[src/rtl/rob_walk_ctrl.sv]
// Spec-RAT recovery sequencer: one rollback cycle, then replays ROB entries head..flush, two per cycle.
// Optional ROB_WALK_PERF_EN adds saturating walk_cycle_cnt / flush_cnt outputs.
module rob_walk_ctrl #(
    parameter int ROB_DEPTH = 64,
    parameter int ROB_IDX_W = 6,
    parameter int ROB_PTR_W = 7,
    parameter int LREG_W    = 5,
    parameter int PREG_W    = 6
) (
    input  logic                 clock,
    input  logic                 reset_n,
    input  logic                 flush_valid,
    input  logic [ROB_PTR_W-1:0] flush_robptr,
    input  logic [ROB_PTR_W-1:0] rob_head_ptr,
    output logic [ROB_IDX_W-1:0] walk2rob_rdaddr0,
    output logic [ROB_IDX_W-1:0] walk2rob_rdaddr1,
    input  logic [LREG_W-1:0]    rob2walk_lrd0,
    input  logic [LREG_W-1:0]    rob2walk_lrd1,
    input  logic [PREG_W-1:0]    rob2walk_prd0,
    input  logic [PREG_W-1:0]    rob2walk_prd1,
    input  logic                 rob2walk_need_to_wb0,
    input  logic                 rob2walk_need_to_wb1,
`ifdef ROB_WALK_PERF_EN
    output logic [31:0]          walk_cycle_cnt,
    output logic [31:0]          flush_cnt,
`endif
    output logic                 is_idle,
    output logic                 is_rollingback,
    output logic                 is_walking,
    output logic                 walking_valid0,
    output logic                 walking_valid1,
    output logic [LREG_W-1:0]    walking_lrd0,
    output logic [LREG_W-1:0]    walking_lrd1,
    output logic [PREG_W-1:0]    walking_prd0,
    output logic [PREG_W-1:0]    walking_prd1,
    output logic                 walk_busy,
    output logic                 walk_done
);

    // One-hot encoding so the state outputs are direct flop bits.
    typedef enum logic [2:0] {
        S_IDLE     = 3'b001,
        S_ROLLBACK = 3'b010,
        S_WALK     = 3'b100
    } state_t;

    state_t               r_state, w_state_nxt;
    logic [ROB_PTR_W-1:0] r_walk_ptr;
    logic [ROB_PTR_W-1:0] r_walk_remain;
    logic                 r_walk_done;
    logic [ROB_PTR_W-1:0] w_step;
    logic                 w_accept;
    logic                 w_last;
    logic [ROB_IDX_W-1:0] w_idx1;

    assign is_idle        = r_state[0];
    assign is_rollingback = r_state[1];
    assign is_walking     = r_state[2];
    assign walk_busy      = ~is_idle;
    assign walk_done      = r_walk_done;

    assign w_accept = is_idle & flush_valid;
    assign w_last   = is_walking & (r_walk_remain <= ROB_PTR_W'(2));
    assign w_step   = (r_walk_remain >= ROB_PTR_W'(2)) ? ROB_PTR_W'(2) : r_walk_remain;
    assign w_idx1   = ROB_IDX_W'((32'(r_walk_ptr[ROB_IDX_W-1:0]) + 32'd1) % ROB_DEPTH);

    always_ff @(posedge clock or negedge reset_n) begin
        if (!reset_n) r_state <= S_IDLE;
        else          r_state <= w_state_nxt;
    end

    always_comb begin
        w_state_nxt = r_state;
        case (r_state)
            S_IDLE:     if (flush_valid) w_state_nxt = S_ROLLBACK;
            S_ROLLBACK: w_state_nxt = S_WALK;
            S_WALK:     if (w_last) w_state_nxt = S_IDLE;
            default:    w_state_nxt = S_IDLE;
        endcase
    end

    // remain spans 1..ROB_DEPTH: the flushing instruction itself is always walked.
    always_ff @(posedge clock or negedge reset_n) begin
        if (!reset_n) begin
            r_walk_ptr    <= '0;
            r_walk_remain <= '0;
            r_walk_done   <= 1'b0;
        end else begin
            r_walk_done <= w_last;
            if (w_accept) begin
                r_walk_ptr    <= rob_head_ptr;
                r_walk_remain <= flush_robptr - rob_head_ptr + ROB_PTR_W'(1);
            end else if (is_walking) begin
                r_walk_ptr    <= r_walk_ptr + w_step;
                r_walk_remain <= r_walk_remain - w_step;
            end
        end
    end

    assign walk2rob_rdaddr0 = is_walking ? r_walk_ptr[ROB_IDX_W-1:0] : '0;
    assign walk2rob_rdaddr1 = is_walking ? w_idx1 : '0;

    assign walking_valid0 = is_walking & (r_walk_remain >= ROB_PTR_W'(1)) & rob2walk_need_to_wb0;
    assign walking_valid1 = is_walking & (r_walk_remain >= ROB_PTR_W'(2)) & rob2walk_need_to_wb1;

    assign walking_lrd0 = walking_valid0 ? rob2walk_lrd0 : '0;
    assign walking_prd0 = walking_valid0 ? rob2walk_prd0 : '0;
    assign walking_lrd1 = walking_valid1 ? rob2walk_lrd1 : '0;
    assign walking_prd1 = walking_valid1 ? rob2walk_prd1 : '0;

`ifdef ROB_WALK_PERF_EN
    logic [31:0] r_walk_cycle_cnt;
    logic [31:0] r_flush_cnt;

    always_ff @(posedge clock or negedge reset_n) begin
        if (!reset_n) begin
            r_walk_cycle_cnt <= '0;
            r_flush_cnt      <= '0;
        end else begin
            if (walk_busy && (r_walk_cycle_cnt != 32'hFFFF_FFFF)) r_walk_cycle_cnt <= r_walk_cycle_cnt + 32'd1;
            if (w_accept && (r_flush_cnt != 32'hFFFF_FFFF))       r_flush_cnt      <= r_flush_cnt + 32'd1;
        end
    end

    assign walk_cycle_cnt = r_walk_cycle_cnt;
    assign flush_cnt      = r_flush_cnt;
`endif

endmodule

[config.mk]
export PLATFORM = sky130hd
export DESIGN_NAME = rob_walk_ctrl
export DESIGN_NICKNAME = d
export VERILOG_FILES = /design/src/rtl/rob_walk_ctrl.sv
export SDC_FILE = /design/constraint.sdc
export NUM_CORES = 1
export LEC_CHECK = 0
export ABC_AREA = 1
export BUFFER_PORTS_ARGS = -buffer_cell sky130_fd_sc_hd__buf_2
export CORE_MARGIN = 4
export CORE_UTILIZATION = 38
export DETAILED_ROUTE_END_ITERATION = 8
export PLACE_DENSITY = 0.8
export SYNTH_ARGS = -nofsm -noshare
export SYNTH_HDL_FRONTEND = slang
export SYNTH_SLANG_ARGS = --single-unit
[constraint.sdc]
create_clock -name clock -period 2 [get_ports clock]
set_input_delay 0.4 -clock clock [delete_from_list [all_inputs] [get_ports clock]]
set_output_delay 0.4 -clock clock [all_outputs]
set_load 0.02 [all_outputs]
# --- After elaboration in Yosys (flattened, before gate mapping) ---
# Cells that the tools add are included.
# W data, S select, Z words.
classes:
  n_div: 0
  n_shift: 0
  n_reduce_logical: 2
  order_cmp: 3
  n_addsub: 5
  bitwise_logic: 7
  n_mux: 14
  eq_ne: 5
  n_mul: 0
op_table:
  columns: ["operator", "count"]
  rows:
  - ["$mux W7", 5]
  - ["$mux W6", 4]
  - ["$sub A7 B7 Y7", 2]
  - ["$mux W5", 2]
  - ["$pmux W3 S3", 1]
  - ["$add A7 B1 Y7 const B", 1]
  - ["$add A7 B7 Y7", 1]
  - ["$ge A7 B1 Y1 const B", 1]
  - ["$ge A7 B2 Y1 const B", 1]
  - ["$le A7 B2 Y1 const B", 1]
  - ["$add A6 B1 Y6 const B", 1]
  - ["$and A1 B1 Y1", 6]
  - ["$mux W3", 2]
  - ["$ne A2 B2 Y1 const B", 2]
  - ["$eq A3 B1 Y1 const B", 1]
  - ["$eq A3 B2 Y1 const B", 1]
  - ["$eq A3 B3 Y1 const B", 1]
  - ["$reduce_and A2 Y1", 1]
  - ["$reduce_bool A2 Y1", 1]
  - ["$not A1 Y1", 1]
totals:
  out_inout_bits: 41
  latchBits: 0
  ff_bits: 18
  wordCells: 40
  romBits: 0
  mem_bits_rw: 0
  inputBits: 41
  n_memories: 0

# --- Logic depth before layout (Yosys ltp) ---
# Gate-level depths: netlist (run 1).
depth:
  word_depth: 5
  depth_mapped: 14
  ltp_nobuf: 14

# --- Worst setup path before layout (run 1) ---
# No wires, ideal clock.
synth_path:
  path_kind: "register to register"
  start: "reg r_walk_remain[3]"
  end: "reg r_walk_ptr[4]"
  period_less_slack_ns: 2.000
  path_slack_ns: 0.000
  path_buffers: 0
  stages_incl_launch_ff: 14
  setup_time_ns: 0.078
  t_arrival_ns: 1.922
  required_ns: 1.922
  path_cell_list: "dfrtp_1 > nor2_4 > nand2_2 > nor2_4 > nand2_4 > nor2_1 > ha_1 > inv_1 > fa_1 > o21ai_0 > a21oi_1 > nand2_1 > nand2_1 > o21bai_1"
synth_between:
  elab_chain_len: 5
synth_rtl:
  columns: ["item", "line", "rtl"]
  rows:
  - ["start, declared", "49", "logic [ROB_PTR_W-1:0] r_walk_remain;"]
  - ["start signal, assigned", "92", "r_walk_remain <= flush_robptr - rob_head_ptr + ROB_PTR_W'(1);"]
  - ["start signal, assigned", "95", "r_walk_remain <= r_walk_remain - w_step;"]
  - ["$ge A7 B2 Y1", "64", "assign w_step = (r_walk_remain >= ROB_PTR_W'(2)) ? ROB_PTR_W'(2) : r_walk_remain;"]
  - ["$mux W7 (*)", "64", null]
  - ["$add A7 B7 Y7 (*)", "94", "r_walk_ptr <= r_walk_ptr + w_step;"]
  - ["$mux W7 (*)", "93", "end else if (is_walking) begin"]
  - ["$mux W7 (*)", "90", "if (w_accept) begin"]
  - ["end signal, assigned", "91", "r_walk_ptr <= rob_head_ptr;"]
  - ["end signal, assigned", "94", null]
  - ["end, declared", "48", "logic [ROB_PTR_W-1:0] r_walk_ptr;"]
# Every way passes the cells marked *; elsewhere a longest branch is shown, timed or not. The select of a mux whose other input is x is not followed.
# A chain may end at the register's enable or synchronous reset.

# --- Worst setup path after layout (run 1) ---
layout_path:
  start: "reg r_walk_remain[4]"
  end: "out walking_prd0[0]"
layout_between:
  elab_chain_len: 4
layout_rtl:
  columns: ["item", "line", "rtl"]
  rows:
  - ["$ge A7 B1 Y1", "103", "assign walking_valid0 = is_walking & (r_walk_remain >= ROB_PTR_W'(1)) & rob2walk_need_to_wb0;"]
  - ["$and A1 B1 Y1 (2 in series)", "103", null]
  - ["$mux W6", "107", "assign walking_prd0 = walking_valid0 ? rob2walk_prd0 : '0;"]
  - ["end, declared", "34", "output logic [PREG_W-1:0] walking_prd0,"]
# Every way passes these cells.

==> results.json, run 1 <==
{
  "ys_async_sr_fraction_pct": 100,
  "hold_path_class": "in -> async",
  "antenna_found_initial": 0,
  "dieWidth_um": 78.0,
  "grt_max_degree": 18,
  "dieArea_um2": 6090,
  "worstPathCellList": "nor2_4, nand2_2, nor2_4, nand2_4, buf_6, nor2_4, nor2_4, clkinv_4, nor2_4, buf_6",
  "fin_crit_ps": 2050,
  "cts_sinks": 17,
  "syn_area_um2": 1860,
  "synth_warnings": 0,
  "slew_violations": 0,
  "worstSetupStartpointType": "flip-flop",
  "max_stage_delay_ps": 410,
  "drtPass1Iterations": 4,
  "post_drt_wl_per_cell_um": 11.7,
  "area_growth_pct": 46.7,
  "crit_slowest_cell": "dfrtp_1",
  "r2r_slack_ps": -20,
  "routed.top_layer": "met4",
  "fin_skew_ps": 2.71,
  "failed_checks": "negative setup slack",
  "crit_path_max_fanout": 6,
  "cts_made_buffers": 3,
  "dpl_cell_area_um2": 2410,
  "fill_cells": 419,
  "grt_overflow_total": 0,
  "crit_family": "simple AND/OR/NAND/NOR gates",
  "ys.flop_type": "dfrtp_1",
  "critPathArrivalTime_ps": 1650,
  "max_cap_violations": 0,
  "gp_congestion": 0.868,
  "ioPinCount": 82,
  "synth_cell_types": 31,
  "synth.area.mux_share_pct": 0,
  "fmax_mhz": 488,
  "final_common_cell": "inv_1",
  "antennaDiodeCount": 0,
  "clockBufferDepth": 2,
  "grt_pass1_wl_um": 8240,
  "cts_tree": "built",
  "synthSimpleGateAreaFrac_pct": 32.3,
  "drt_iter0_drc": 63,
  "yosys.area_share.xor_xnor_pct": 2.35,
  "synthCells": 289,
  "grt_pass1_vias": 1921,
  "layout.nets": 452,
  "viasPerCell": 4.62,
  "synth_top_family_by_area": "simple AND/OR/NAND/NOR gates",
  "r2r_end": "r_walk_ptr[4]$_DFFE_PN0P_",
  "m1WireLength_um": 2180,
  "vdd.ir_drop.worst_v": 0.000318,
  "syn_area_per_cell_um2": 6.45,
  "clk_pin_slew_ps": 70,
  "rsz0062_at_grt": "yes",
  "hold_viol_final": 0,
  "setup_ws_ps": -50.0,
  "total_power_uw": 2990,
  "fp.dieH_um": 78.0,
  "worst_path_most_repeated_cell": "nor2_4",
  "h-tree-depth": 1,
  "power_leakage_uw": 0.00165,
  "design_area_um2": 2730,
  "critPathKind": "reg -> out",
  "design.core.area_um2": 4720,
  "fin_crit_sh_pct": 103,
  "required_ps": 1600,
  "setup_viol": 12,
  "synthAdderAreaFrac_pct": 14.2,
  "wl_met2_um": 2600,
  "dr_wl_met3_um": 476,
  "start_util_pct": 39.4,
  "drt-total-wl_um": 5360,
  "path_buf_inv": 3,
  "grtUsageTotal_pct": 16.6,
  "synth-compound-area-share_pct": 10.4,
  "layout-drive-gt1-share_pct": 35.6,
  "fin_hold_ws_ps": 58.4,
  "seq_area_frac_synth_pct": 22.9,
  "ant_nets": 0,
  "dp_hpwl_um": 4040,
  "portBuffers": 81,
  "synth_edf_count": 0,
  "clockRootBuffer": "clkbuf_8",
  "fin_util_pct": 57.9,
  "final_cell_mix": "inv_1 (73), buf_2 (69), nand2_1 (66)",
  "regToRegStartpoint": "r_walk_remain[4]$_DFFE_PN0P_",
  "ys_ff_latch": 17,
  "p_per_area_nw_per_um2": 1090,
  "status": "finished, violations left",
  "drc": 0,
  "crit_path_end_kind": "output pin",
  "fp-row-count": 25,
  "vias": 2110,
  "clock_latency_ps": 260,
  "rr_worst_depth": 13
}
worst max path at each step:
stage	startpoint	end	slack, ps	depth (start not counted)
after detailed placement	r_walk_remain[5]$_DFFE_PN0P_	r_walk_ptr[4]$_DFFE_PN0P_	-100	13
after floorplan	r_walk_remain[4]$_DFFE_PN0P_	r_walk_ptr[4]$_DFFE_PN0P_	10	13
after global placement	r_walk_remain[5]$_DFFE_PN0P_	r_walk_ptr[4]$_DFFE_PN0P_	20	13
after CTS	r_walk_remain[3]$_DFFE_PN0P_	walking_prd0[2]	-30	10
final	r_walk_remain[4]$_DFFE_PN0P_	walking_prd0[0]	-50	10
after global routing	r_walk_remain[4]$_DFFE_PN0P_	r_walk_ptr[4]$_DFFE_PN0P_	-180	13
cells by family after synthesis:
kind of cell	Yosys count
and+or+nand+nor	133
buffers and inverters	79
AOI/OAI and AO/OA	33
adders and majority gates	20
DFF	17
xor gates and xnor gates	5
other	2
synthesized netlist by cell type (3+ instances only):
| cell | count | share of area, % |
|---|---|---|
| xor2_1 | 5 | 2.4 |
| nor2_2 | 10 | 3.4 |
| a21oi_1 | 10 | 2.7 |
| nand2_1 | 67 | 13 |
| ha_1 | 18 | 12 |
| nand3_1 | 21 | 5.6 |
| nor2_4 | 4 | 2.4 |
| dfrtp_1 | 16 | 21 |
| o21ai_0 | 10 | 2.7 |
| o221ai_1 | 3 | 1.4 |
| a31oi_1 | 3 | 1.0 |
| o211ai_1 | 3 | 1.2 |
| inv_1 | 73 | 15 |
| nor2_1 | 24 | 4.8 |
stage by stage:
stage / TNS [ps] / setup WS (ps) / cells
global route: -1610 / -177 / 457
finish: -483 / -50.0 / 457
global placement: 0 / 16.7 / 447
floorplan: 0 / 14.1 / 291
CTS: -332 / -34.0 / 455
detailed placement: -126 / -96.1 / 447
report_power, final:
part | switching, uW | internal (uW)
Sequential | 194 | 517
Combinational | 1200 | 811
Clock | 130 | 139
area by class of cell:
cell class / instances / area, um^2 / share of cell area [%]
Clock buffer: 3 / 41.3 / 1.51
Clock inverter: 1 / 5.00 / 0.183
Inverter: 74 / 283 / 10.3
Multi-Input combinational cell: 195 / 1260 / 46.2
Sequential cell: 17 / 430 / 15.7
Tap cell: 67 / 83.8 / 3.07
Timing Repair Buffer: 99 / 619 / 22.7
Timing Repair inverter: 1 / 8.76 / 0.320
sequential cells by signal, summed over array words and instances (netlist names):
name and flops:
walk_done 1, r_walk_remain 7, r_state 3, r_walk_ptr 6
layer usage:
metal,track usage (%),vias up
met5,0,-
met4,7.34,0
met3,4.13,10
met2,30.2,81
met1,18.0,931
li1,-,1088
timing repair:
item | in CTS | in global routing
buffers inserted | 3 | 2
hold buffers | 0 | 0
cloned | 1 | 0
pin swaps | 5 | 13
resized for setup | 30 | 32
setup endpoints to repair | 24 | 32
(Power assumes the default switching activity.)
==> inputs of run 2 (changes only) <==
CORE_MARGIN = not set   (was 4)
==> results.json, run 2 (synthesis results as in run 1) <==
{
  "setup_viol": 24,
  "crit_path_end_kind": "flip-flop",
  "cts_tree": "built",
  "grtUsageTotal_pct": 18.4,
  "clk_pin_slew_ps": 70,
  "setup_ws_ps": -101,
  "cts_sinks": 17,
  "fin_crit_ps": 2100,
  "pre_cts_ws_ps": -97.2,
  "rsz0062_at_grt": "yes",
  "crit_start": "r_walk_remain[4]$_DFFE_PN0P_",
  "fill_cells": 433,
  "switchingPower_uw": 1500,
  "post_drt_wl_per_cell_um": 11.2,
  "required_ps": 2190,
  "fp-row-count": 25,
  "sw_frac_of_total_pct": 50.6,
  "p_per_area_nw_per_um2": 1110,
  "design.core.area_um2": 4720,
  "cts_made_buffers": 3,
  "fp.dieH_um": 72.0,
  "regToRegStartpoint": "r_walk_remain[4]$_DFFE_PN0P_",
  "pwr-share-comb_pct": 66.7,
  "vias": 2143,
  "failed_checks": "negative setup slack",
  "grt_pass1_vias": 1845,
  "p_int_uw": 1460,
  "top_regs": "r_walk_remain x7, r_walk_ptr x6, r_state x3",
  "grt_max_degree": 18,
  "fin_hold_ws_ps": 54.8,
  "layout-drive-gt1-share_pct": 34.9,
  "fmax_mhz": 476,
  "critPathKind": "reg -> reg",
  "hold_path_class": "in -> async",
  "status": "finished, violations left",
  "gp_congestion": 0.896,
  "antennaDiodeCount": 0,
  "power_leakage_uw": 0.00165,
  "portBuffers": 81,
  "seqPwrFrac_pct": 24.2,
  "dp_hpwl_um": 3870,
  "pwr-share-clk_pct": 9.1,
  "multiInputGateArea_um2": 1190,
  "final_common_cell": "inv_1",
  "drtPass1Iterations": 4,
  "drt-total-wl_um": 5130,
  "start_util_pct": 39.4,
  "clockBufferDepth": 2,
  "ioPinCount": 82,
  "area_growth_pct": 43.5,
  "hold_buffers": 0,
  "drt_iter0_drc": 86,
  "grt_overflow_total": 0,
  "antenna_found_initial": 0,
  "clockRootBuffer": "clkbuf_8",
  "regArea_um2": 429,
  "final_cell_mix": "inv_1 (73), buf_2 (69), nand2_1 (67)",
  "grt_pass1_wl_um": 7600,
  "drc": 0,
  "largest_reg_flops": 7,
  "fin_skew_ps": 0.946,
  "worstSetupStartpointType": "flip-flop",
  "dieArea_um2": 5190,
  "vdd.ir_drop.worst_v": 0.000424,
  "ant_nets": 0,
  "dieWidth_um": 72.0,
  "hold_viol_final": 0,
  "critPathArrivalTime_ps": 2290,
  "clock_latency_ps": 260,
  "max_cap_violations": 0,
  "viasPerCell": 4.67,
  "slew_violations": 0,
  "fin_crit_sh_pct": 105,
  "layout.nets": 454,
  "regMostFlops": "r_walk_remain",
  "h-tree-depth": 1,
  "crit_path_max_fanout": 2
}
run 2: changes by cell type in the layout (fill, tap and decap cells not counted), moves of 2 or more:
cell	before	now
nor2_4	16	9
buf_4	17	19
ha_4	3	1
nor2_2	2	9
run 2: layer usage:
layer  vias to the layer above  global-route usage, %  share of wire [%]
li1                       1087                      -                  -
met1                       969                   20.2                 41
met2                        82                   36.1                 53
met3                         5                   2.22                4.8
met4                         0                   6.75                1.0
met5                         -                      0                  0
run 2: through the flow:
stage               power [uW]  area, um^2  util [%]  cells  TNS (ps)
global route              3200        2670      56.6    459     -3010
floorplan                 1880        1870         -    291         0
detailed placement        2430        2410      50.9    446      -154
finish                    2960        2670      56.6    459      -892
global placement          2380        2410      50.9    446         0
CTS                       2760        2490      52.8    453     -2.08
run 2: what timing repair did:
action	CTS	global route
resized for setup	9	41
setup endpoints to repair	24	29
pin swaps	2	8
gates cloned	1	0
setup buffers	2	6
run 2: cell type report:
class,instances,area share (%)
Clock buffer,3,1.54
Inverter,74,10.6
Clock inverter,1,0.187
Timing Repair inverter,1,0.234
Sequential cell,17,16.1
Timing Repair Buffer,101,23.7
Tap cell,67,3.14
Multi-Input combinational cell,195,44.5
run 2: worst max-delay path, cell delays in order, from the launching register on:
cell	delay, ps
dfrtp_1	420
nor2_4	140
nand2_2	70
nor2_4	140
nand2_4	70
nor2_4	100
ha_4	130
inv_1	60
fa_2	380
o21ai_2	170
a21oi_2	90
nand2_1	70
nand2_1	50
o21bai_1	140
run 2: final timing paths:
check	end	slack, ps	cells past startpoint
hold / removal	r_state[1]$_DFFE_PN0P_	50	1
hold reg to reg	r_state[1]$_DFFE_PN0P_	530	1
setup / recovery	r_walk_ptr[4]$_DFFE_PN0P_	-100	13
max in group asynchronous	r_state[0]$_DFFE_PN1P_	1630	1
min in group clock	r_state[0]$_DFFE_PN1P_	400	4
setup reg to reg	r_walk_ptr[4]$_DFFE_PN0P_	-100	13
run 2: power by group through the flow:
stage / Clock (uW) / Sequential [uW] / Combinational [uW]
after floorplan: 0 / 693 / 1190
after global placement: 0 / 704 / 1670
after detailed placement: 0 / 715 / 1720
after CTS: 270 / 712 / 1780
after global routing: 289 / 736 / 2180
final: 270 / 718 / 1980
==> inputs of run 3 (changes only) <==
CORE_ASPECT_RATIO = 1.4   (was not set)
CTS_CLUSTER_DIAMETER = 150   (was not set)
==> results.json, run 3 (synthesis results as in run 1) <==
{
  "ioPinCount": 82,
  "drtPass1Iterations": 4,
  "grt_overflow_total": 0,
  "slew_violations": 0,
  "layout-drive-gt1-share_pct": 35.0,
  "crit_slowest_cell": "dfrtp_1",
  "antennaDiodeCount": 0,
  "critPathArrivalTime_ps": 1620,
  "final_cells": 453,
  "rr_worst_depth": 11,
  "h-tree-depth": 1,
  "gp_congestion": 0.876,
  "vdd.ir_drop.worst_v": 0.000339,
  "required_ps": 1600,
  "antenna_found_initial": 0,
  "crit_path_end_kind": "output pin",
  "crit_family": "simple AND/OR/NAND/NOR gates",
  "status": "finished, violations left",
  "top_regs": "r_walk_remain x7, r_walk_ptr x6, r_state x3",
  "final_common_cell": "inv_1",
  "viasPerCell": 4.70,
  "worstSetupStartpointType": "flip-flop",
  "layout.nets": 453,
  "cts_made_buffers": 3,
  "area_growth_pct": 41.2,
  "worst_path_most_repeated_cell": "nor2_4",
  "max_stage_delay_ps": 390,
  "final_cell_mix": "inv_1 (72), buf_2 (70), nand2_1 (67)",
  "regMostFlops": "r_walk_remain",
  "fmax_mhz": 495,
  "dieWidth_um": 61.2,
  "max_cap_violations": 0,
  "grt_pass1_vias": 2016,
  "clockBufferDepth": 2,
  "fp.dieH_um": 84.9,
  "power_leakage_uw": 0.00164,
  "r2r_end": "r_walk_ptr[2]$_DFFE_PN0P_",
  "path_buf_inv": 4,
  "cts_tree": "built",
  "post_drt_wl_per_cell_um": 11.3,
  "clk_pin_slew_ps": 70,
  "dieArea_um2": 5190,
  "design.core.area_um2": 4610,
  "drt_iter0_drc": 34,
  "hold_viol_final": 0,
  "p_per_area_nw_per_um2": 1110,
  "grt_max_degree": 18,
  "endpoint": "walking_lrd0[3]",
  "rsz0062_at_grt": "yes",
  "largest_reg_flops": 7,
  "cts_sinks": 17,
  "critPathKind": "reg -> out",
  "drc": 0,
  "clock_latency_ps": 250,
  "hold_path_class": "in -> async",
  "fin_crit_sh_pct": 101,
  "design_area_um2": 2630,
  "ant_nets": 0,
  "regToRegStartpoint": "r_walk_remain[6]$_DFFE_PN0P_",
  "dp_hpwl_um": 3930,
  "dpl_cell_area_um2": 2410,
  "grtUsageTotal_pct": 19.8,
  "grt_pass1_wl_um": 7890,
  "crit_start": "r_walk_remain[6]$_DFFE_PN0P_",
  "fin_crit_ps": 2020,
  "drt-total-wl_um": 5110,
  "vias": 2131,
  "r2r_slack_ps": 10,
  "hold_buffers": 0,
  "setup_viol": 11,
  "post-place-cells": 443,
  "start_util_pct": 40.4,
  "clockRootBuffer": "clkbuf_8",
  "portBuffers": 81,
  "failed_checks": "negative setup slack",
  "fp-row-count": 29,
  "crit_path_max_fanout": 6,
  "worst-path-stages": 10,
  "worstPathCellList": "nor2_2, inv_1, nor2_4, nand2_4, buf_6, nor2_4, nor2_4, clkinv_4, nor2_2, buf_6",
  "setup_ws_ps": -18.9,
  "fin_tns_setup_ps": -145,
  "fin_skew_ps": 1.32
}
-- run 3: through the flow --
step | setup WS [ps] | power, uW | utilization [%] | hold slack, ps
after floorplan | 14.1 | 1880 | - | 104
final | -18.9 | 2920 | 57.1 | 66.9
after CTS | -14.5 | 2810 | 55.8 | 79.0
after global placement | 20.2 | 2400 | 52.4 | 347
after global routing | -91.4 | 3190 | 57.1 | 96.4
after detailed placement | -79.7 | 2460 | 52.4 | 350
-- run 3: cell type report --
class | count | area (um^2)
fillers | 429 | 1980
multi-input cells | 195 | 1170
repair buffers | 100 | 621
flip-flops and latches | 17 | 428
inverters | 74 | 283
well taps | 62 | 77.6
clock buffers | 4 | 45.0
repair inverters | 1 | 6.26
-- run 3: timing repair --
| item | CTS | global route |
|---|---|---|
| hold endpoints to repair | 0 | 0 |
| resized for setup | 28 | 15 |
| endpoints found under the setup margin | 25 | 30 |
| pin swaps | 4 | 7 |
| cloned | 1 | 0 |
| buffers inserted | 3 | 2 |
-- run 3: per-layer routing --
layer,GRT usage (%),wire length (um),vias to the layer above
met3,2.13,265,10
met5,0,0,-
met2,40.4,2840,70
li1,-,-,1084
met4,8.68,85,0
met1,17.8,1920,967
-- run 3: power breakdown --
part / switching [uW] / internal (uW) / total (uW)
Clock: 121 / 142 / 263
Combinational: 1160 / 797 / 1950
Sequential: 193 / 513 / 706
Total: 1470 / 1450 / 2920
-- run 3: worst min-delay path by stage --
stage	endpoint	cells after the start
after floorplan	r_state[1]$_DFFE_PN0P_	0
after global placement	r_state[1]$_DFFE_PN0P_	1
after detailed placement	r_state[1]$_DFFE_PN0P_	1
after CTS	r_walk_remain[0]$_DFFE_PN0P_	1
after global routing	r_walk_ptr[2]$_DFFE_PN0P_	1
final	r_state[1]$_DFFE_PN0P_	1
